## src/rtl/cla_seq_adder_ctrl_pkg.sv

```systemverilog
// Shared definitions for the sequential 2-bit-slice CLA adder.
//   state_e  : controller FSM state encoding
//   width_ok : legality check for the WIDTH parameter (even and >= 2)
package cla_seq_adder_ctrl_pkg;

  typedef enum logic [1:0] {
    StIdle = 2'd0,
    StRun  = 2'd1,
    StDone = 2'd2
  } state_e;

  function automatic bit width_ok(int unsigned w);
    return (w >= 2) && ((w % 2) == 0);
  endfunction

endpackage

```

## src/rtl/cla_seq_adder_ctrl_cla2_slice.sv

```systemverilog
// Two-bit carry-lookahead adder slice.
//   a, b : 2-bit operand slices
//   cin  : carry into bit 0
//   s    : 2-bit sum
//   c    : c[0] = carry into bit 1, c[1] = slice carry-out
module cla2_slice (
  input  logic [1:0] a,
  input  logic [1:0] b,
  input  logic       cin,
  output logic [1:0] s,
  output logic [1:0] c
);

  logic [1:0] p;
  logic [1:0] g;

  assign p = a ^ b;
  assign g = a & b;

  // Both carries computed directly from p/g/cin, no ripple through c[0].
  assign c[0] = g[0] | (p[0] & cin);
  assign c[1] = g[1] | (p[1] & g[0]) | (p[1] & p[0] & cin);

  assign s = p ^ {c[0], cin};

endmodule

```

## src/rtl/cla_seq_adder_ctrl.sv

```systemverilog
// Multi-cycle adder: WIDTH-bit add through one 2-bit CLA slice, two bits per
// clock, LSB pair first, with a ready/start/done handshake.
//   clk, rst   : clock, synchronous active-high reset
//   start      : request, sampled only while ready=1
//   a, b, cin  : operands, captured on an accepted start
//   ready/busy : decoded from state (busy == RUN, ready == !busy)
//   done       : one-cycle pulse when sum/cout/ovf are valid
//   sum        : result, held until the next accepted start
//   cout, ovf  : carry out of bit WIDTH-1, signed overflow
module cla_seq_adder_ctrl
  import cla_seq_adder_ctrl_pkg::*;
#(
  parameter int unsigned WIDTH = 8
) (
  input  logic             clk,
  input  logic             rst,
  input  logic             start,
  input  logic [WIDTH-1:0] a,
  input  logic [WIDTH-1:0] b,
  input  logic             cin,
  output logic             ready,
  output logic             busy,
  output logic             done,
  output logic [WIDTH-1:0] sum,
  output logic             cout,
  output logic             ovf
);

  localparam int unsigned NSLICE = WIDTH / 2;
  localparam int unsigned CW     = (NSLICE > 1) ? $clog2(NSLICE) : 1;
  localparam logic [CW-1:0] LastCnt = CW'(NSLICE - 1);

  if (!width_ok(WIDTH)) begin : g_width_check
    $fatal(1, "cla_seq_adder_ctrl: WIDTH must be even and at least 2");
  end

  state_e           state_q;
  logic [CW-1:0]    cnt_q;
  logic             carry_q;
  logic [WIDTH-1:0] a_q;
  logic [WIDTH-1:0] b_q;

  logic [CW:0] base;
  logic [1:0]  sl_a;
  logic [1:0]  sl_b;
  logic [1:0]  sl_s;
  logic [1:0]  sl_c;

  // Bit offset of the current slice: 2*cnt.
  assign base = {cnt_q, 1'b0};
  assign sl_a = a_q[base +: 2];
  assign sl_b = b_q[base +: 2];

  cla2_slice u_slice (
    .a   (sl_a),
    .b   (sl_b),
    .cin (carry_q),
    .s   (sl_s),
    .c   (sl_c)
  );

  assign busy  = (state_q == StRun);
  assign ready = (state_q != StRun);

  always_ff @(posedge clk) begin
    if (rst) begin
      state_q <= StIdle;
      cnt_q   <= '0;
      carry_q <= 1'b0;
      a_q     <= '0;
      b_q     <= '0;
      sum     <= '0;
      cout    <= 1'b0;
      ovf     <= 1'b0;
      done    <= 1'b0;
    end else begin
      done <= 1'b0;
      unique case (state_q)
        StIdle, StDone: begin
          // DONE accepts directly so back-to-back adds need no idle bubble.
          if (start) begin
            a_q     <= a;
            b_q     <= b;
            carry_q <= cin;
            sum     <= '0;
            cout    <= 1'b0;
            ovf     <= 1'b0;
            cnt_q   <= '0;
            state_q <= StRun;
          end else begin
            state_q <= StIdle;
          end
        end
        StRun: begin
          sum[base +: 2] <= sl_s;
          carry_q        <= sl_c[1];
          if (cnt_q == LastCnt) begin
            cout    <= sl_c[1];
            // Carry into the MSB xor carry out of it.
            ovf     <= sl_c[0] ^ sl_c[1];
            done    <= 1'b1;
            state_q <= StDone;
          end else begin
            cnt_q <= cnt_q + 1'b1;
          end
        end
        default: state_q <= StIdle;
      endcase
    end
  end

endmodule
```

## config.mk

```make
export PLATFORM = sky130hd
export DESIGN_NAME = cla_seq_adder_ctrl
export DESIGN_NICKNAME = d
export VERILOG_FILES = /design/src/rtl/cla_seq_adder_ctrl_pkg.sv /design/src/rtl/cla_seq_adder_ctrl_cla2_slice.sv /design/src/rtl/cla_seq_adder_ctrl.sv
export SDC_FILE = /design/constraint.sdc
export NUM_CORES = 1
export LEC_CHECK = 0
export CAP_MARGIN = 25
export CORE_ASPECT_RATIO = 0.8
export CORE_UTILIZATION = 30
export DETAILED_ROUTE_END_ITERATION = 10
export PLACE_DENSITY_LB_ADDON = 0.3
export SYNTH_ARGS = -nofsm -noshare
export SYNTH_HDL_FRONTEND = slang
export SYNTH_HIERARCHICAL = 1
export SYNTH_SLANG_ARGS = --single-unit
```

## constraint.sdc

```tcl
create_clock -name clk -period 2.5 [get_ports clk]
set_input_delay 0.5 -clock clk [delete_from_list [all_inputs] [get_ports clk]]
set_output_delay 0.5 -clock clk [all_outputs]
set_load 0.01 [all_outputs]
```

==> results of run 1 <==
==> where the power goes <==
group / leakage (nW) / internal (mW) / switching (mW) / total (mW)
registers: 0.261 / 0.532 / 0.0140 / 0.546
logic: 0.451 / 0.0889 / 0.0873 / 0.176
clock network: 0.0552 / 0.295 / 0.183 / 0.478
total: 0.768 / 0.916 / 0.284 / 1.20
==> sequential cells by signal, indices dropped and copies added, names as in the netlist <==
| name | cells |
|---|---|
| a_q | 8 |
| b_q | 8 |
| carry_q | 1 |
| cnt_q | 2 |
| cout | 1 |
| done | 1 |
| ovf | 1 |
| state_q | 2 |
| sum | 8 |
==> metal layers <==
metal  up-vias  GRT usage, %  part of all wire (%)
met3         5         3.750                   4.9
li1        646             -                     -
met4         0         6.027                   1.4
met1       552         21.11                    56
met2        32         16.49                    37
met5         -             0                     0
==> area by class of cell <==
cell class,instances,area (um^2)
clock buffers,6,72.57
repair buffers,41,387.9
well taps,60,75.07
flip-flops and latches,32,641.9
clock inverters,2,35.03
multi-input cells,118,768.2
fillers,477,2688
inverters,3,11.26
==> critical path: stages, from the launching register on <==
cell and delay [ps]:
sky130_fd_sc_hd__dfxtp_2 390, sky130_fd_sc_hd__mux4_2 560, sky130_fd_sc_hd__fa_1 480, sky130_fd_sc_hd__xor2_1 210, sky130_fd_sc_hd__and3b_1 200, sky130_fd_sc_hd__or3b_1 340
sky130_fd_sc_hd__a21oi_1 140
==> Yosys cell counts, drive strengths merged <==
master	n
a211oi	1
a21oi	28
a22o	2
a22oi	1
and3	1
and3b	2
buf	8
clkbuf	3
dfxtp	32
fa	1
ha	8
inv	3
mux4	4
nand2	33
nand2b	2
nand3	12
nand3b	5
nand4	4
nor2	4
nor2b	1
nor4b	1
o211ai	2
o21a	1
or3	1
or3b	2
xor2	2
==> path summary, 6_finish.rpt <==
check / from / endpoint / slack, ps / depth (start not counted)
worst min register to register: a_q[1] / a_q[1] / 450 / 2
worst max register to register: cnt_q[0] / sum[7] / 110 / 6
worst max-delay path: cnt_q[0] / sum[7] / 110 / 6
worst min-delay path: a_q[1] / a_q[1] / 450 / 2
==> timing repair <==
action	in CTS	in global routing
buffers inserted	0	0
resized for setup	1	0
setup endpoints to repair	1	0
==> kinds of logic after synthesis <==
group                    synth area share (%)
buffers and inverters                   5.351
adder cells (fa/ha/maj)                 8.027
flip-flops                              42.81
multiplexers                            7.023
AO/OA/AOI/OAI                           13.04
AND/OR/NAND/NOR                         22.58
XOR/XNOR                                1.171
==> impl_summary.log, run 1 <==
[metrics] number of placed instances with taps included: between 200 and 300
[metrics] core area: 4679 um^2
[metrics] worst rel slew slack: about 60%
[metrics] worst-path fanout max: 5
[metrics] standard cell area after detailed placement: around 1900 um^2
[metrics] maximum number of pins on one net before global-route repair: 26
[metrics] sum of internal, switching and leakage power: between 1 and 1.5 mW
[metrics] area growth from synthesis to layout: 33.11%
[metrics] CTS Buf Count: 5
[metrics] first drt pass iteration count: 4
[metrics] overflow left after global routing: 0
[metrics] highest attainable clock frequency: approximately 420 MHz
[metrics] Remaining DRCs: 0
[metrics] Power per Cell Area: ~600 nW/um^2
[metrics] final core utilization: between 40% and 50%
[metrics] via total after detailed routing: around 1,200
[metrics] required time of the critical path: about 2700 ps
[metrics] Die Span X: 80.96 um
[metrics] RSZ-0062 raised after global routing: false
[metrics] die extent in y: ~65 um
[metrics] Yosys cell types: 30
[metrics] number of port buffers: 32
[metrics] outcome: completed
[metrics] Leakage: around 0.77 nW
[metrics] largest cells by area after synthesis: sky130_fd_sc_hd__dfxtp_1 (43%), sky130_fd_sc_hd__a21oi_1 (9.4%), sky130_fd_sc_hd__nand2_1 (8.3%)
[metrics] Layout Nets: 230
[metrics] Arrival @ worst endpoint: between 2000 and 3000 ps
[metrics] Synth Net Count: a little under 200
[metrics] Top-Level Pins: 33
[metrics] Clock Skews: between 7 and 8 ps
[metrics] clock slew seen by the registers of the worst setup and hold paths: around 70 ps
[metrics] worst hold path class: reg -> reg
[metrics] CTS max path bufs: 2
[metrics] hold_buf cts: 0
[metrics] layout cell share with drive strength beyond 1: between 10% and 20%
[metrics] non-filler cells, final: 262
[metrics] area share of the largest cell type after synthesis: between 40 and 50%
[metrics] setup TNS: 0 ps
[metrics] number of diodes added for antenna fixing: 0
[metrics] Sinks on Clock Net: 32
[metrics] count of state elements after synthesis: 32
[metrics] setup violators final: 0
[metrics] first-pass GRT wire length: ~5300 um
[metrics] nature of the critical path startpoint: flip-flop
[metrics] worst skew pair latency: ~280 ps
[metrics] type of the worst setup path: reg -> reg
[metrics] Initial DRC Count: between 50 and 60
[metrics] post-synth design cell area: 1496 um^2
[metrics] starting density of the core: 31.98%
[metrics] worst setup slack before clock tree synthesis: roughly 21 ps
[metrics] vias in the first global route: roughly 1,100
[metrics] placer's final routability congestion estimate: between 0.8 and 0.9
[metrics] combined global-route utilization of all metal layers: a little over an eighth
[metrics] detailed-route wire length per cell: about 12 um
[metrics] number of H-tree levels: 2
[metrics] num rows: 22
[metrics] portion of the post-synthesis area used by sequential elements: a little over two fifths
[metrics] transition at the pin with the smallest max-transition slack: between 600 and 700 ps
[metrics] Hold Vio Cnt, Final: 0
[metrics] period utilization: a little over nine tenths
[metrics] detailed-route wire length: around 3200 um
[metrics] total die area: ~5300 um^2
[metrics] max-cap violations: 0
[metrics] estimated wirelength of the detail-placed design: around 2400 um
[metrics] slack of the critical path: 105.3 ps
[metrics] initial antenna violation count: 0
[metrics] endpoint type of the worst setup path: flip-flop
[metrics] average via count per standard cell: between 4 and 5
[metrics] post-synthesis instance total: around 160
[metrics] commonest non-fill, non-tap cell in the layout: sky130_fd_sc_hd__nand2_1
[metrics] post-route cell area: around 2000 um^2
[metrics] CTS Root Buffer Type: sky130_fd_sc_hd__clkbuf_8
[metrics] commonest non-fill, non-tap cells in the layout: sky130_fd_sc_hd__nand2_1 (33), sky130_fd_sc_hd__clkdlybuf4s50_1 (32), sky130_fd_sc_hd__dfxtp_1 (31), sky130_fd_sc_hd__a21oi_1 (28), sky130_fd_sc_hd__nand3_1 (12)
[metrics] worst supply voltage drop on vdd: ~300 uV
[metrics] pins over their slew limit: 0
[metrics] Min Clock Period, post-route: approximately 2400 ps
[metrics] average size of a mapped cell: 9.125 um^2
[metrics] CTS tree: yes
[metrics] library cell occupying the most area in the post-synthesis netlist: sky130_fd_sc_hd__dfxtp_1
[metrics] antenna-violating nets left: 0
[metrics] yosys synthesis warning count: 6
[metrics] final worst hold slack: between 400 and 500 ps
(Power assumes the default switching activity.)
==> run 2, diff against run 1 <==
CORE_UTILIZATION = 44   (was 30)
==> run 2 against run 1 <==
Compared with the run above:
- sequential cell count did not move
- combinational power up 2%
- core utilization grew 19 points
- worst hold slack gained 6.1 ps
- cell area decreased by 1.9%
- clock skew fell by 1.8 ps
- routed wire length rose by 5.0%
- fmax decreased by 0.58%
- sequential power about the same
- setup slack got worse by 14 ps
- critical path type unchanged
- critical endpoint unchanged
==> impl_summary.log, run 2 (same netlist as run 1, synthesis figures left out) <==
[metrics] outcome: completed
[metrics] endpoint type of the worst setup path: flip-flop
[metrics] worst rel slew slack: 66.24% (+6.5 points)
[metrics] count of buffering cells on the critical path with inverters included: 1 (+1)
[metrics] R2R depth: 7 (+1)
[metrics] hold path depth: 2 (unchanged)
[metrics] Resized Gates After CTS: 0 (-1)
[metrics] commonest non-fill, non-tap cells in the layout: sky130_fd_sc_hd__nand2_1 (33), sky130_fd_sc_hd__clkdlybuf4s50_1 (32), sky130_fd_sc_hd__dfxtp_1 (31), sky130_fd_sc_hd__a21oi_1 (28), sky130_fd_sc_hd__nand3_1 (12)
[metrics] period utilization: 96.35% (+0.56 points)
[metrics] average via count per standard cell: 5.552 (+18%)
[metrics] Hold Vio Cnt, Final: 0 (unchanged)
[metrics] part of the power in combinational logic: 15.9% (+1.2 points)
[metrics] CTS max path bufs: 2 (unchanged)
[metrics] CTS Root Buffer Type: sky130_fd_sc_hd__clkbuf_8
[metrics] clock slew seen by the registers of the worst setup and hold paths: 70 ps (about the same)
[metrics] nature of the critical path startpoint: flip-flop
[metrics] final worst hold slack: 459.7 ps (+6.139 ps)
[metrics] die extent in y: 54.16 um (-17%)
[metrics] Clock Skews: 5.896 ps (-1.794 ps)
[metrics] detailed-route wire length per cell: 14.13 um (+14%)
[metrics] type of the worst setup path: reg -> reg
[metrics] transition at the pin with the smallest max-transition slack: 506.4 ps (-97.52 ps)
[metrics] fraction of power consumed by sequential logic: 48.5% (+3.0 points)
[metrics] switching share of total power: 25.53% (+1.8 points)
[metrics] largest incremental delay on the critical path: 610 ps (+50 ps)
[metrics] CTS tree: yes
[metrics] Sinks on Clock Net: 32 (unchanged)
[metrics] num rows: 18 (-18%)
[metrics] Arrival @ worst endpoint: 2620 ps (+20 ps)
[metrics] CTS Buf Count: 5 (unchanged)
[metrics] core area: 3153 um^2 (-33%)
[metrics] number of port buffers: 32 (unchanged)
[metrics] via total after detailed routing: 1,338 (+8.3%)
[metrics] first drt pass iteration count: 4 (unchanged)
[metrics] internal power: 0.8409 mW (-8.2%)
[metrics] overflow left after global routing: 0 (unchanged)
[metrics] setup TNS: 0 ps (unchanged)
[metrics] Initial DRC Count: 64 (+21%)
[metrics] delay-heaviest family, CP: multiplexers
[metrics] RSZ-0062 raised after global routing: false
[metrics] layout filler cell count: 267 (-44%)
[metrics] Top-Level Pins: 33 (unchanged)
[metrics] clock share of power: 35.6% (-4.3 points)
[metrics] pins over their slew limit: 0 (unchanged)
[metrics] Power per Cell Area: 578.2 nW/um^2 (-4.1%)
[metrics] vias in the first global route: 1,285 (+19%)
[metrics] Leakage: 0.7514 nW (-2.2%)
[metrics] placer's final routability congestion estimate: 0.7979 (-7.7%)
[metrics] worst supply voltage drop on vdd: 383.8 uV (+26%)
[metrics] worst skew pair latency: 280 ps (about the same)
[metrics] maximum number of pins on one net before global-route repair: 19 (-27%)
[metrics] antenna-violating nets left: 0 (unchanged)
[metrics] Remaining DRCs: 0 (unchanged)
[metrics] total die area: 3640 um^2 (-31%)
[metrics] setup violators final: 0 (unchanged)
[metrics] hold_buf cts: 0 (unchanged)
[metrics] highest attainable clock frequency: 415.2 MHz (-0.58%)
[metrics] area of the multi-input gates: 777.0 um^2 (+1.1%)
[metrics] FF/Latch Area: 641.9 um^2 (unchanged)
[metrics] estimated wirelength of the detail-placed design: 2461 um (+1.6%)
[metrics] largest registers in the final layout: a_q (8), b_q (8), sum (8)
[metrics] commonest non-fill, non-tap cell in the layout: sky130_fd_sc_hd__nand2_1
[metrics] max-cap violations: 0 (unchanged)
[metrics] number of diodes added for antenna fixing: 0 (unchanged)
[metrics] CP max-delay cell: sky130_fd_sc_hd__mux4_1
[metrics] combined global-route utilization of all metal layers: 22.03% (+8.5 points)
[metrics] detailed-route wire length: 3405 um (+5.0%)
[metrics] Layout Nets: 229 (-0.43%)
[metrics] Min Clock Period, post-route: 2409 ps (+13.99 ps)
[metrics] sum of internal, switching and leakage power: 1.129 mW (-5.9%)
[metrics] required time of the critical path: 2710 ps (about the same)
[metrics] total number of cells along the worst setup path: 7 (+1)
[metrics] layout cell share with drive strength beyond 1: 11.44% (+1.0 points)
[metrics] post-CTS repair timing setup buffer count: 0 (unchanged)
[metrics] worst hold path class: reg -> reg
[metrics] area growth from synthesis to layout: 30.52%
[metrics] initial antenna violation count: 0 (unchanged)
[metrics] Die Span X: 67.20 um (-17%)
[metrics] number of H-tree levels: 2 (unchanged)
[metrics] first-pass GRT wire length: 5747 um (+9.3%)
[metrics] switching power of the nets: 0.2883 mW (+1.4%)
[metrics] cells along the critical path: buf_4 > mux4_1 > ha_4 > xor2_1 > and3b_1 > or3b_1 > a21oi_1
[metrics] starting density of the core: 47.46% (+15 points)
[metrics] worst-path fanout max: 4 (-1)
==> run 2: power by group through the flow <==
stage          clock (mW)  combinational [mW]  sequential (mW)
5_1_grt             0.432               0.197            0.550
6_report            0.401               0.180            0.548
2_1_floorplan           0               0.108            0.554
3_5_place_dp            0               0.173            0.558
4_1_cts             0.407               0.175            0.547
3_3_place_gp            0               0.165            0.558
==> run 2: through the flow <==
step	instance area, um^2	worst slack [ps]	utilization, %	cells
finish	1953	91.28	61.94	241
global route	1953	2.737	61.94	241
CTS	1943	34.46	61.63	241
detailed placement	1851	42.89	58.69	233
global placement	1851	136.3	58.69	233
floorplan	1489	41.00	-	164
==> run 2: final cells by class <==
class	count	share of cell area [%]
clock buffers	6	4.228
repair buffers	40	19.47
inverters	3	0.5766
multi-input cells	118	39.78
clock inverters	2	0.5125
well taps	40	2.562
flip-flops and latches	32	32.86
==> run 2: path summary, 6_finish.rpt <==
check | start | endpoint | slack [ps]
hold reg to reg | a_q[7] | a_q[7] | 460
hold / removal | a_q[7] | a_q[7] | 460
setup / recovery | cnt_q[0] | sum[7] | 90
setup reg to reg | cnt_q[0] | sum[7] | 90
==> run 2: metal layers <==
layer | track usage, % | vias to the layer above | routed length (um)
met3 | 6.356 | 9 | 255
met2 | 35.67 | 58 | 1567
li1 | - | 645 | -
met4 | 9.574 | 0 | 59
met1 | 27.39 | 626 | 1523
met5 | 0 | - | 0
==> run 2: worst register-to-register path: stages, from the launching register on <==
cell                      delay (ps)
sky130_fd_sc_hd__dfxtp_2         380
sky130_fd_sc_hd__buf_4           150
sky130_fd_sc_hd__mux4_1          610
sky130_fd_sc_hd__ha_4            320
sky130_fd_sc_hd__xor2_1          200
sky130_fd_sc_hd__and3b_1         200
sky130_fd_sc_hd__or3b_1          340
sky130_fd_sc_hd__a21oi_1         140
